`src/rtl/debounce_pkg.sv`:
```
// Shared constants and width helpers for the multi-channel debouncer.
// Widths are clamped to at least one bit so degenerate parameters still elaborate.
package debounce_pkg;

  localparam logic PRESSED  = 1'b1;
  localparam logic RELEASED = 1'b0;

  function automatic int safe_clog2(input int value);
    int w;
    w = $clog2(value);
    if (w < 1) begin
      w = 1;
    end
    return w;
  endfunction

  function automatic int prescale_width(input int sample_div);
    return safe_clog2(sample_div);
  endfunction

  function automatic int hold_width(input int hold_ticks);
    return safe_clog2(hold_ticks + 1);
  endfunction

endpackage

```
`src/rtl/debounce_channel.sv`:
```
// One debounced button: 2-flop synchroniser, sample shift register,
// registered level with press/release pulses and a long-press hold counter.
module debounce_channel
  import debounce_pkg::*;
#(
  parameter int DEPTH      = 4,
  parameter int ACTIVE_LOW = 1,
  parameter int HOLD_TICKS = 100
) (
  input  logic clk,
  input  logic rst,
  input  logic sample_tick_i,
  input  logic btn_i,
  output logic level_o,
  output logic press_pulse_o,
  output logic release_pulse_o,
  output logic long_pulse_o
);

  localparam logic RAW_IDLE = (ACTIVE_LOW != 0) ? 1'b1 : 1'b0;

  logic             sync1_q;
  logic             sync2_q;
  logic             sample_n;
  logic [DEPTH-1:0] shift_q;
  logic [DEPTH-1:0] shift_d;
  logic             level_q;
  logic             level_d;
  logic             press_q;
  logic             press_d;
  logic             release_q;
  logic             release_d;

  // Normalise polarity right after the synchroniser so everything downstream is pressed = 1.
  assign sample_n = (ACTIVE_LOW != 0) ? ~sync2_q : sync2_q;

  always_ff @(posedge clk) begin
    if (rst) begin
      sync1_q <= RAW_IDLE;
      sync2_q <= RAW_IDLE;
    end else begin
      sync1_q <= btn_i;
      sync2_q <= sync1_q;
    end
  end

  always_comb begin
    shift_d = shift_q;
    if (sample_tick_i) begin
      shift_d = {shift_q[DEPTH-2:0], sample_n};
    end
  end

  always_comb begin
    level_d   = level_q;
    press_d   = 1'b0;
    release_d = 1'b0;
    if ((&shift_q) && (level_q == RELEASED)) begin
      level_d = PRESSED;
      press_d = 1'b1;
    end else if ((~|shift_q) && (level_q == PRESSED)) begin
      level_d   = RELEASED;
      release_d = 1'b1;
    end
  end

  always_ff @(posedge clk) begin
    if (rst) begin
      shift_q   <= '0;
      level_q   <= RELEASED;
      press_q   <= 1'b0;
      release_q <= 1'b0;
    end else begin
      shift_q   <= shift_d;
      level_q   <= level_d;
      press_q   <= press_d;
      release_q <= release_d;
    end
  end

  assign level_o         = level_q;
  assign press_pulse_o   = press_q;
  assign release_pulse_o = release_q;

  generate
    if (HOLD_TICKS > 0) begin : g_hold
      localparam int HW = hold_width(HOLD_TICKS);
      localparam logic [HW-1:0] HOLD_MAX  = HW'(HOLD_TICKS);
      localparam logic [HW-1:0] HOLD_LAST = HW'(HOLD_TICKS - 1);

      logic [HW-1:0] hold_q;
      logic [HW-1:0] hold_d;
      logic          long_q;
      logic          long_d;

      // Saturating at HOLD_MAX is what limits long_pulse to once per press.
      always_comb begin
        hold_d = hold_q;
        long_d = 1'b0;
        if (level_q == RELEASED) begin
          hold_d = '0;
        end else if (sample_tick_i && (hold_q != HOLD_MAX)) begin
          hold_d = hold_q + 1'b1;
          long_d = (hold_q == HOLD_LAST);
        end
      end

      always_ff @(posedge clk) begin
        if (rst) begin
          hold_q <= '0;
          long_q <= 1'b0;
        end else begin
          hold_q <= hold_d;
          long_q <= long_d;
        end
      end

      assign long_pulse_o = long_q;
    end else begin : g_no_hold
      assign long_pulse_o = 1'b0;
    end
  endgenerate

endmodule

```
`src/rtl/debounce_array.sv`:
```
// Multi-channel push-button debouncer: one shared sample prescaler feeding
// N_CH independent debounce_channel instances.
module debounce_array
  import debounce_pkg::*;
#(
  parameter int N_CH       = 4,
  parameter int SAMPLE_DIV = 500000,
  parameter int DEPTH      = 4,
  parameter int ACTIVE_LOW = 1,
  parameter int HOLD_TICKS = 100
) (
  input  logic            clk,
  input  logic            rst,
  input  logic [N_CH-1:0] btn_in,
  output logic [N_CH-1:0] level_out,
  output logic [N_CH-1:0] press_pulse,
  output logic [N_CH-1:0] release_pulse,
  output logic [N_CH-1:0] long_pulse,
  output logic            sample_tick
);

  localparam int CNT_W = prescale_width(SAMPLE_DIV);
  localparam logic [CNT_W-1:0] CNT_LAST = CNT_W'(SAMPLE_DIV - 1);

  logic [CNT_W-1:0] count_q;
  logic [CNT_W-1:0] count_d;
  logic             tick_q;
  logic             tick_d;

  // Tick is registered on the wrap, so the first one appears SAMPLE_DIV cycles after reset.
  always_comb begin
    count_d = count_q + 1'b1;
    tick_d  = 1'b0;
    if (count_q == CNT_LAST) begin
      count_d = '0;
      tick_d  = 1'b1;
    end
  end

  always_ff @(posedge clk) begin
    if (rst) begin
      count_q <= '0;
      tick_q  <= 1'b0;
    end else begin
      count_q <= count_d;
      tick_q  <= tick_d;
    end
  end

  assign sample_tick = tick_q;

  genvar gi;
  generate
    for (gi = 0; gi < N_CH; gi++) begin : g_ch
      debounce_channel #(
        .DEPTH      (DEPTH),
        .ACTIVE_LOW (ACTIVE_LOW),
        .HOLD_TICKS (HOLD_TICKS)
      ) u_channel (
        .clk             (clk),
        .rst             (rst),
        .sample_tick_i   (tick_q),
        .btn_i           (btn_in[gi]),
        .level_o         (level_out[gi]),
        .press_pulse_o   (press_pulse[gi]),
        .release_pulse_o (release_pulse[gi]),
        .long_pulse_o    (long_pulse[gi])
      );
    end
  endgenerate

endmodule

```
`config.mk`:
```
export PLATFORM = sky130hd
export DESIGN_NAME = debounce_array
export DESIGN_NICKNAME = d
export VERILOG_FILES = /design/src/rtl/debounce_pkg.sv /design/src/rtl/debounce_channel.sv /design/src/rtl/debounce_array.sv
export SDC_FILE = /design/constraint.sdc
export NUM_CORES = 1
export LEC_CHECK = 0
export ABC_AREA = 1
export BUFFER_PORTS_ARGS = -buffer_cell sky130_fd_sc_hd__buf_2
export CAP_MARGIN = 20
export CORE_MARGIN = 1
export CORE_UTILIZATION = 40
export DETAILED_ROUTE_END_ITERATION = 10
export GPL_ROUTABILITY_DRIVEN = 0
export PLACE_DENSITY = 0.66
export SYNTH_ARGS = -nofsm -noshare
export SYNTH_HDL_FRONTEND = slang
export SYNTH_SLANG_ARGS = --single-unit
```
`constraint.sdc`:
```
create_clock -name clk -period 1.2 [get_ports clk]
set_input_delay 0.24 -clock clk [delete_from_list [all_inputs] [get_ports clk]]
set_output_delay 0.24 -clock clk [all_outputs]
set_load 0.005 [all_outputs]
```
==> metrics.cfg <==
[sta]
fin_crit_sh_pct = 109
period_minus_slack_ns = 1.31
setup_viol = 40
rsz0062_at_grt = true
timing.fmax_mhz = 764
tightest_slew_ns = 0.348
slew_viol_final = 0
hold_viol_final = 0
clock_skew_ns = 0.00720
setup_tns_ns = -1.96
finalWorstSetupSlack_ns = -0.108
slew_headroom_pct = 76.7

[global_routing]
grt_pass1_vias = 3678
antenna_found_initial = 0
grt_pass1_wl_um = 15800
track_usage_pct = 19.2
grt_start_max_net_pins = 26
overflow = 0

[final_layout]
final_common_cell = nand2_1
top_register = g_ch.u_channel.g_hold.hold_q
largest_register_ffs = 28
stdcell_count = 775
drive_gt1_share_pct = 45.5
diodes = 0
area_growth_pct = 43.3
num-fill-cells = 833
final_nets = 652
layout_common_cells = 79 x nand2_1, 66 x nor2_1, 62 x dfxtp_1, 62 x buf_4, 42 x inv_1
top_regs = g_ch.u_channel.g_hold.hold_q (28), count_q (19), g_ch.u_channel.shift_q (16)

[critical_path]
end_kind = flip-flop
cp.required_ns = 1.46
cp_slowest_stage_delay_ns = 0.35
critical_path_class = flip-flop to flip-flop
reg2reg_slack_ns = -0.11
slowest_stage = dfxtp_2
r2r-start = g_ch[3].u_channel.g_hold.hold_q[0]$_SDFFE_PP0P_
start_kind = flip-flop
r2r-end = g_ch[3].u_channel.g_hold.hold_q[6]$_SDFFE_PP0P_
reg2reg_depth = 9
cp.buffers_inverters = 2
crit_family = simple AND/OR/NAND/NOR gates
critPathMostFrequentCell = nor2_4
arrival_ns = 1.57
crit_chain = inv_2, ha_4, nand3_4, nor2_4, nor2_4, buf_6, nand3_2, nand2_2, nor2_2
crit_fanout = 6

[clock_network]
clk_latency_ns = 0.36
numCtsBuffers = 9
cts_tree = yes
clock-sinks = 88
clk_path_buf_depth = 2
cts-htree-levels = 3
root_buffer = clkbuf_8
clkTransAtPathRegs_ns = 0.09

[power]
sequentialPowerShare_pct = 54.8
power_density_nw_per_um2 = 936
p_switching_mw = 1.21
total_power_mw = 5.39
intPower_mw = 4.18
p_leak_nw = 2.18
pwr-share-comb_pct = 2.4
worst_ir_drop_vdd_v = 0.000608
pwr-share-clk_pct = 42.8
p_sw_share_pct = 22.4

[run_status]
status = finished with violations
failed_checks = negative setup slack

[synth]
synth_nets = 565
synth_cell_type_count = 29
yosysWarnings = 0
synthFlopType = dfxtp_1
synthCells = 550
netlist_area_um2 = 4020
synth_edf_count = 0
async_flop_share_pct = 0
avgSynthCellArea_um2 = 7.30
ys_seq_area_share_pct = 43.9
ys_seq_elements = 88

[die]
die_w_um = 102
start_util_pct = 41.3
die-area_um2 = 10400
io_pins = 23
fp-row-count = 36
placeableCoreArea_um2 = 9730
fp.dieH_um = 102

[drt]
first_pass_iters = 4
via_count = 3748
via_per_inst = 4.84
wl_per_cell_um = 12.9
routed_wl_um = 9960
drc = 0
postRouteAntennaNets = 0
drt_iter0_drc = 101

[place]
dp_cells = 730
hpwlAfterDp_um = 5830
dp_slack_ns = -0.154
numPortBuffers = 22

[worst_hold_path]
hold_path.class = input pin to flip-flop
min_to = g_ch[2].u_channel.sync1_q$_SDFF_PP1_
hp-start = btn_in[2]
holdPathStages = 2

[flow_run]
cap_violations = 0

[per-layer routing]
layer / vias up / GRT usage (%) / wire [µm]
met5: - / 0 / 0
met4: 0 / 9.12 / 240
met3: 20 / 3.69 / 310
met2: 65 / 33.5 / 5160
met1: 1751 / 22.6 / 4250
li1: 1912 / - / -
[cell families after synthesis]
kind of cell,share of synthesized area (%)
AND/OR/NAND/NOR,31.3
buffers and inverters,10.5
flip-flops,43.9
AO/OA/AOI/OAI,7.42
XOR/XNOR,4.14
adder cells (fa/ha/maj),2.80
[cell usage after synthesis, types with 4 or more instances]
| cell | instances | area (µm²) |
|---|---|---|
| xnor2_1 | 7 | 61.3 |
| nor3_1 | 7 | 35.0 |
| nand2_1 | 99 | 372 |
| inv_1 | 59 | 221 |
| nand4_1 | 13 | 81.3 |
| xor2_1 | 12 | 105 |
| nand3_2 | 4 | 40.0 |
| buf_2 | 4 | 20.0 |
| nor2_1 | 101 | 379 |
| clkbuf_1 | 4 | 15.0 |
| nand2_2 | 4 | 25.0 |
| o21ai_0 | 28 | 140 |
| dfxtp_1 | 88 | 1760 |
| ha_1 | 9 | 113 |
| or2_2 | 8 | 50.1 |
| buf_4 | 17 | 128 |
| nand3_1 | 41 | 205 |
| a21oi_1 | 29 | 145 |
[area by class of cell]
type                    count  area [µm²]  area share [%]
repair buffers            101         788            13.7
well taps                 133         166            2.89
multi-input cells         375        2520            43.8
clock buffers              10         128            2.22
inverters                  62         255            4.44
clock inverters             6        92.6            1.61
flip-flops and latches     88        1800            31.3
[what timing repair did]
item	CTS	global route
endpoints found under the setup margin	50	54
buffers inserted	22	6
endpoints found under the hold margin	0	0
pin swaps	45	52
hold buffers	0	0
gates resized for setup	105	117
gates cloned	3	0
[worst max path at each step]
stage	start	to	slack (ns)	cells past startpoint
floorplan	g_ch[0].u_channel.g_hold.hold_q[0]$_SDFFE_PP0P_	g_ch[0].u_channel.g_hold.hold_q[0]$_SDFFE_PP0P_	0.001	8
global placement	g_ch[3].u_channel.g_hold.hold_q[0]$_SDFFE_PP0P_	g_ch[3].u_channel.long_pulse_o$_SDFF_PP0_	-0.12	7
detailed placement	g_ch[3].u_channel.g_hold.hold_q[0]$_SDFFE_PP0P_	g_ch[3].u_channel.long_pulse_o$_SDFF_PP0_	-0.15	7
CTS	sample_tick$_SDFF_PP0_	sample_tick	-0.08	3
global route	g_ch[3].u_channel.g_hold.hold_q[0]$_SDFFE_PP0P_	g_ch[3].u_channel.g_hold.hold_q[5]$_SDFFE_PP0P_	-0.16	10
finish	g_ch[3].u_channel.g_hold.hold_q[0]$_SDFFE_PP0P_	g_ch[3].u_channel.g_hold.hold_q[6]$_SDFFE_PP0P_	-0.11	9
[metrics by stage]
step | hold WS (ns) | utilization, % | cell area [µm²]
final | 0.0511 | 59.1 | 5750
after global routing | 0.0324 | 59.1 | 5750
after CTS | 0.0420 | 54.4 | 5300
after detailed placement | 0.392 | 46.6 | 4530
after global placement | 0.391 | 46.6 | 4530
after floorplan | 0.344 | - | 4040
[power groups by stage]
stage	combinational (mW)	sequential, mW	clock, mW
global placement	0.0848	3.02	0
global route	0.146	2.95	2.49
floorplan	0.0552	3.02	0
finish	0.132	2.95	2.31
detailed placement	0.0872	3.02	0
CTS	0.119	2.95	2.34
[worst register-to-register path: stages, from the launching register on]
cell	delay (ns)
dfxtp_2	0.35
inv_2	0.05
ha_4	0.16
nand3_4	0.09
nor2_4	0.04
nor2_4	0.20
buf_6	0.16
nand3_2	0.06
nand2_2	0.07
nor2_2	0.03
No activity file was read; power rests on OpenSTA's default activity.
